[src/rtl/exec_pkg.sv]
// rtl/exec_pkg.sv - shared constants and operation codes for the RVP execute-stage ALU
package exec_pkg;

    localparam int XLEN    = 32;
    localparam int SHAMT_W = 5;

    localparam logic [3:0] OP_ADD = 4'd0;
    localparam logic [3:0] OP_SUB = 4'd1;
    localparam logic [3:0] OP_AND = 4'd2;
    localparam logic [3:0] OP_OR  = 4'd3;
    localparam logic [3:0] OP_XOR = 4'd4;
    localparam logic [3:0] OP_SLL = 4'd5;
    localparam logic [3:0] OP_SRL = 4'd6;
    localparam logic [3:0] OP_SRA = 4'd7;
    localparam logic [3:0] OP_SLT = 4'd8;

endpackage

[src/rtl/exec_alu_comb.sv]
// rtl/exec_alu_comb.sv - combinational result mux of the execute-stage ALU
module exec_alu_comb #(
    parameter int XLEN    = 32,
    parameter int SHAMT_W = 5
) (
    input  logic [XLEN-1:0] operand1,
    input  logic [XLEN-1:0] operand2,
    input  logic [3:0]      operation,
    output logic [XLEN-1:0] result
);
    import exec_pkg::*;

    logic [SHAMT_W-1:0] shamt;

    assign shamt = operand2[SHAMT_W-1:0];

    // Reserved and unknown codes fall into default and produce zero.
    always_comb begin
        result = '0;
        case (operation)
            OP_ADD:  result = operand1 + operand2;
            OP_SUB:  result = operand1 - operand2;
            OP_AND:  result = operand1 & operand2;
            OP_OR:   result = operand1 | operand2;
            OP_XOR:  result = operand1 ^ operand2;
            OP_SLL:  result = operand1 << shamt;
            OP_SRL:  result = operand1 >> shamt;
            OP_SRA:  result = $signed(operand1) >>> shamt;
            OP_SLT:  result = {{(XLEN-1){1'b0}}, ($signed(operand1) < $signed(operand2))};
            default: result = '0;
        endcase
    end

endmodule

[src/rtl/exec.sv]
// rtl/exec.sv - execute-stage ALU top: one-cycle registered result with valid and zero flags
module exec #(
    parameter int XLEN    = 32,
    parameter int SHAMT_W = 5
) (
    input  logic            clk,
    input  logic            rst,
    input  logic [XLEN-1:0] Operand1,
    input  logic [XLEN-1:0] Operand2,
    input  logic [3:0]      Operation,
    input  logic            in_valid,
    output logic [XLEN-1:0] Out,
    output logic            out_valid,
    output logic            zero
);
    import exec_pkg::*;

    logic [XLEN-1:0] result;

    exec_alu_comb #(
        .XLEN    (XLEN),
        .SHAMT_W (SHAMT_W)
    ) u_alu (
        .operand1  (Operand1),
        .operand2  (Operand2),
        .operation (Operation),
        .result    (result)
    );

    // Out and zero only move on accepted inputs; idle cycles hold the last result.
    always_ff @(posedge clk) begin
        if (rst) begin
            Out       <= '0;
            zero      <= 1'b1;
            out_valid <= 1'b0;
        end else begin
            out_valid <= in_valid;
            if (in_valid) begin
                Out  <= result;
                zero <= (result == '0);
            end
        end
    end

endmodule

[config.mk]
export PLATFORM = sky130hd
export DESIGN_NAME = exec
export DESIGN_NICKNAME = d
export VERILOG_FILES = /design/src/rtl/exec_pkg.sv /design/src/rtl/exec_alu_comb.sv /design/src/rtl/exec.sv
export SDC_FILE = /design/constraint.sdc
export NUM_CORES = 1
export LEC_CHECK = 0
export BUFFER_PORTS_ARGS = -buffer_cell sky130_fd_sc_hd__buf_2
export CAP_MARGIN = 30
export CORE_ASPECT_RATIO = 1.75
export CORE_MARGIN = 1.5
export CORE_UTILIZATION = 40
export CTS_BUF_LIST = sky130_fd_sc_hd__clkbuf_16
export CTS_CLUSTER_DIAMETER = 80
export DETAILED_ROUTE_END_ITERATION = 8
export SLEW_MARGIN = 10
export SYNTH_ARGS = -nofsm -noshare
export SYNTH_HDL_FRONTEND = slang
export SYNTH_SLANG_ARGS = --single-unit
export TNS_END_PERCENT = 30
[constraint.sdc]
create_clock -name clk -period 6.8 [get_ports clk]
set_input_delay 0.68 -clock clk [delete_from_list [all_inputs] [get_ports clk]]
set_output_delay 0.68 -clock clk [all_outputs]
set_load 0.1 [all_outputs]
==> run_results.csv, run 1 <==
group,metric,value,unit
setup_path,cp.required,7000,ps
die,core_area,0.0267,mm^2
yosys,synth-seq-area-share,0.0626,
place,dpl_cell_area,0.0114,mm^2
die,fp-row-count,79,
cells_and_area,diodes,0,
pwr,leakage,4.75,nW
setup_path,rr_worst_depth,2,
cells_and_area,layout_commonest_cell,"nor2_1",
die,die_h,221,um
detailed_routing,drt-pass1-iter-count,7,
yosys,syn-num-nets,1614,
yosys,synth_top_cells_by_area,"ha_1 11%, mux4_2 11%, dfxtp_1 6.3%",
clock_tree,numCtsBuffers,5,
setup_path,worstPathMaxFanout,15,
clock_tree,clkSinkCount,34,
clock_tree,clk_latency,280,ps
yosys,syn_avg_cell_area,7.53,um^2
yosys,ys_ff_latch,34,
detailed_routing,vias,12500,
yosys,synth_area,0.0109,mm^2
global_routing,grt_first_pass_wirelength,76800,um
yosys,yosysTopAreaCell,"ha_1",
run_status,status,"finished, final reports clean",
place,place.gp.congestion,1.04,
clock_tree,post-cts-setup-buffers,0,
setup_path,end_kind,"flop",
timing,hold_viol_final,0,
cells_and_area,layout_common_cells,"133 x nor2_1, 117 x nand2_1, 110 x a21oi_1, 102 x buf_2, 97 x ha_1",
yosys,yosysTopAreaCellShare,0.112,
timing,setup_viol,0,
job,max-cap-violations,0,
clock_tree,clockBufferDepth,2,
cells_and_area,nets,1630,
detailed_routing,ant_nets,0,
detailed_routing,dr.first_iter.drc_count,1336,
cells_and_area,drive_gt1_frac,0.173,
yosys,yosysUniqueCellTypes,104,
yosys,synth_edf_count,0,
min_path,holdPathStages,2,
global_routing,grt.total_usage,0.359,
yosys,synth-async-reset-ratio,0,
setup_path,start_kind,"input pin",
timing,final_max_slew_viol_count,0,
yosys,yosysWarnings,0,
yosys,synth_ff_type,"dfxtp_1",
detailed_routing,drt_wl_total,51800,um
clock_tree,clockRootBuffer,"clkbuf_16",
clock_tree,clk_pin_slew,50,ps
global_routing,grt_pass1_vias,12100,
timing,slew_headroom,0.319,
cells_and_area,fin_area,0.0116,mm^2
clock_tree,hold_buffers,0,
detailed_routing,wl_per_cell,29.1,um
timing,timing.hold.ws,461,ps
timing,period_share,0.739,
die,start_util,0.407,
timing,setup_tns,0,ps
timing,min_period,5020,ps
cells_and_area,syn2layout_area_growth,6.37,%
timing,rsz0062_at_grt,"no",
cells_and_area,final_util,0.433,
detailed_routing,avgViaCountPerCell,7.01,
min_path,hold_class,"flop to flop",
clock_tree,htreeDepth,2,
clock_tree,post_cts_resized,0,
die,die_w,128,um
pwr,power.density,128,mW/mm^2
global_routing,antenna_found_initial,1,
die,dieArea,0.0282,mm^2
pwr,vdd_drop_max,0.000163,V
clock_tree,cts_tree,"done",
cells_and_area,multi_input_area,0.00928,mm^2
place,port_buffers,104,
cells_and_area,regArea,681,um^2
timing,tightestPinTransition,1020,ps
global_routing,grt.overflow.total,0,
setup_path,arrival,5230,ps
yosys,syn_inst,1444,
timing,fmax,199,MHz
setup_path,criticalPathCategory,"input pin to flop",
place,hpwlAfterDp,40900,um
pwr,total_power,1.48,mW
die,num_io_pins,105,
timing,clock_skew,0,ps
cells_and_area,fillCellCount,2842,
detailed_routing,drc,0,
global_routing,grt_max_degree,53,
==> critical path: stages <==
cell      delay [ps]
buf_2             90
clkinv_1         530
ha_1             620
nor2_1            80
o311ai_1         400
a211oi_1         220
o21ai_1          390
o211ai_2         200
a311oi_1         770
o31ai_1          180
mux2i_1          160
o21ai_0          130
or4_1            540
o31ai_2          210
==> state kept, by name, indices dropped and copies added, names as in the netlist <==
register,cells
out_valid,1
zero,1
Out,32
==> report_power, final <==
group	total [mW]	leakage (nW)	internal, mW	switching [mW]
registers	0.224	0.282	0.216	0.00748
logic	1.04	4.40	0.330	0.712
clock network	0.212	0.0694	0.132	0.0800
total	1.48	4.75	0.678	0.799
==> metrics by stage <==
step,setup WS (ps),std cells
after global placement,1550,1776
final,1780,1784
after detailed placement,1530,1776
after floorplan,2350,1444
after global routing,1340,1784
after CTS,1840,1783
==> cell families (layout without fill, tap and decap cells) <==
logic type | count (synthesis) | after routing | synth area share
AND/OR/NAND/NOR | 440 | 440 | 0.197
buffers and inverters | 213 | 229 | 0.0862
multiplexers | 130 | 130 | 0.196
adder cells (fa/ha/maj) | 99 | 99 | 0.115
AO/OA/AOI/OAI | 521 | 521 | 0.337
XOR/XNOR | 7 | 7 | 0.00564
flip-flops | 34 | 34 | 0.0626
==> cell usage after synthesis (8+ instances only) <==
cell         n
a211oi_1    51
inv_1       91
a31oi_1     21
nor2_1     133
and2_1       9
nand2b_1    15
a2111oi_0   10
o21bai_1    12
a22oi_1     15
buf_2       19
o21a_1      13
nor3_1      39
o211ai_1    22
mux2i_1     45
clkbuf_1    72
o21ai_0     73
nand3_1     27
nor2b_1     18
o22ai_1     22
o221ai_1    15
o2111ai_1    9
dfxtp_1     34
or2_2       10
nand2_1    117
buf_1       14
ha_1        97
a2bb2oi_1    8
nand4_1     10
o31ai_1     19
mux4_2      51
nor4_1      11
a21o_1      13
mux4_1       9
a211o_1      9
mux2_2      18
a21oi_1    110
==> layer usage <==
metal | vias to the layer above | share of wire | wire length, um | track usage
li1 | 5577 | - | - | -
met1 | 6137 | 0.37 | 19300 | 0.413
met2 | 639 | 0.50 | 26000 | 0.641
met3 | 160 | 0.052 | 2710 | 0.0230
met4 | 0 | 0.075 | 3880 | 0.222
met5 | - | 0 | 0 | 0
==> final timing paths <==
kind	slack, ps	from	endpoint
min	460	Out[24]	Out[24]
min reg2reg	460	Out[24]	Out[24]
max reg2reg	5990	Out[31]	Out[31]
max	1780	Operand2[1]	zero
==> cell type report <==
class / instances / share of cell area
Clock buffer: 5 / 0.0108
Inverter: 94 / 0.0305
Sequential cell: 34 / 0.0589
Multi-Input combinational cell: 1197 / 0.802
Clock inverter: 2 / 0.000866
Tap cell: 324 / 0.0351
Timing Repair Buffer: 128 / 0.0615
(Power assumes the default switching activity.)
==> inputs of run 2 (changes only) <==
- clock period: 6.8 -> 4.3 ns (I/O delays scaled with it)
==> run 2 against run 1 <==
Effect of this change:
- global-route usage is 0.67 points higher
- sequential share of layout area fell by 0.50 points
- power is 69% higher
- flip-flop and latch count stayed put
- combinational power up 75%
- wire length grew 2.4%
- register-to-register slack lost 2500 ps
- via count rose by 4.9%
- critical path type unchanged
- critical endpoint unchanged
- largest power group unchanged
==> run_results.csv, run 2 (synthesis gave the netlist of run 1 again) <==
group,metric,value,unit
timing,hold_viol_final,0,
global_routing,antenna_found_initial,0,
die,core_area,0.0267,mm^2
global_routing,grt_pass1_vias,12600,
place,port_buffers,104,
timing,slew_headroom,0.351,
detailed_routing,drt-pass1-iter-count,5,
pwr,leakage,5.39,nW
die,dieArea,0.0282,mm^2
cells_and_area,largestRegisters,"Out: 32 flops, out_valid: 1 flops, zero: 1 flops",
timing,rsz0062_at_grt,"no",
setup_path,worstPathMaxFanout,3,
cells_and_area,multi_input_area,0.00928,mm^2
run_status,status,"finished, final reports clean",
detailed_routing,avgViaCountPerCell,6.85,
pwr,vdd_drop_max,0.000229,V
setup_path,end_kind,"flop",
clock_tree,numCtsBuffers,5,
clock_tree,clockBufferDepth,2,
die,num_io_pins,105,
timing,timing.hold.ws,460,ps
timing,fmax,247,MHz
detailed_routing,vias,13100,
detailed_routing,wl_per_cell,27.7,um
cells_and_area,syn2layout_area_growth,16.3,%
clock_tree,clockRootBuffer,"clkbuf_16",
clock_tree,htreeDepth,2,
pwr,power.density,198,mW/mm^2
clock_tree,clk_pin_slew,50,ps
clock_tree,hold_buffers,0,
detailed_routing,drc,0,
place,dpl_cell_area,0.0125,mm^2
cells_and_area,fin_cells,1917,
min_path,hold_class,"flop to flop",
timing,setup_viol,0,
cells_and_area,diodes,0,
job,max-cap-violations,0,
die,fp-row-count,79,
detailed_routing,ant_nets,0,
place,place.gp.congestion,1.06,
clock_tree,clkSinkCount,34,
clock_tree,cts_tree,"done",
die,die_h,221,um
cells_and_area,drive_gt1_frac,0.242,
setup_path,arrival,4250,ps
detailed_routing,dr.first_iter.drc_count,1507,
global_routing,grt.total_usage,0.366,
timing,period_share,0.942,
place,place_inst,1911,
place,hpwlAfterDp,43200,um
cells_and_area,fillCellCount,2779,
cells_and_area,largest_reg_flops,32,
die,start_util,0.407,
timing,clock_skew,0,ps
setup_path,cp.required,4500,ps
timing,final_max_slew_viol_count,0,
global_routing,grt_max_degree,51,
timing,min_period,4050,ps
cells_and_area,regArea,681,um^2
global_routing,grt.overflow.total,0,
global_routing,grt_first_pass_wirelength,78200,um
timing,tightestPinTransition,965,ps
clock_tree,clk_latency,280,ps
cells_and_area,layout_common_cells,"154 x buf_4, 133 x nor2_1, 117 x nand2_1, 110 x a21oi_1, 102 x buf_2",
die,die_w,128,um
cells_and_area,fin_area,0.0126,mm^2
cells_and_area,regMostFlops,"Out",
cells_and_area,layout_commonest_cell,"buf_4",
cells_and_area,nets,1764,
detailed_routing,drt_wl_total,53100,um
setup_path,criticalPathCategory,"input pin to flop",
setup_path,start_kind,"input pin",
run 2: changes by cell type in the layout (fill, tap and decap cells not counted):
cell	previous run	this run
a311oi_1	7	6
clkinv_2	2	0
dlymetal6s2s_1	1	0
buf_12	0	6
buf_4	25	154
clkinv_1	1	2
a311oi_2	1	2
run 2: where the power goes:
part / total [mW] / switching (mW) / internal, mW
clock: 0.326 / 0.121 / 0.205
combinational: 1.82 / 1.17 / 0.650
sequential: 0.354 / 0.0114 / 0.342
total: 2.50 / 1.30 / 1.20
run 2: worst paths after layout:
path / slack (ps) / depth (start not counted) / startpoint / to
setup reg to reg: 3510 / 2 / Out[31] / Out[31]
hold reg to reg: 460 / 2 / Out[28] / Out[28]
hold / removal: 460 / 2 / Out[28] / Out[28]
setup / recovery: 250 / 15 / Operand1[0] / zero
run 2: worst max-delay path: stages:
cell	delay [ps]
buf_2	110
inv_1	80
ha_1	240
fa_1	390
or2_1	280
a2111oi_1	660
o21a_1	290
nor2_1	120
a31o_2	290
a211oi_1	290
o21bai_1	90
o22ai_1	140
o221ai_1	130
or4_1	500
o31ai_2	210
run 2: final cells by class:
class                           count  area share
Clock buffer                        5     0.00990
Clock inverter                      1    0.000297
Tap cell                          324      0.0321
Multi-Input combinational cell   1197       0.735
Sequential cell                    34      0.0539
Timing Repair Buffer              262       0.141
Inverter                           94      0.0279
run 2: repair_timing:
item                                    in CTS  in global routing
endpoints found under the setup margin       0                  1
buffers inserted                             0                  0
endpoints found under the hold margin        0                  0
resized for setup                            0                  1
run 2: per-stage QoR:
step | TNS (ps) | total power, mW | util | worst slack (ps)
final | 0 | 2.50 | 0.473 | 248
after global placement | -16.6 | 2.13 | 0.468 | -16.6
after CTS | 0 | 2.46 | 0.473 | 228
after global routing | 0 | 2.61 | 0.473 | 36.3
after floorplan | 0 | 1.50 | - | 95.1
after detailed placement | -50.3 | 2.13 | 0.468 | -50.3
run 2: metal layers:
metal  track usage  share of wire  up-vias
li1              -              -     5833
met1         0.424           0.37     6329
met2         0.632           0.48      758
met3        0.0297          0.063      203
met4         0.253          0.084        0
met5             0              0        -
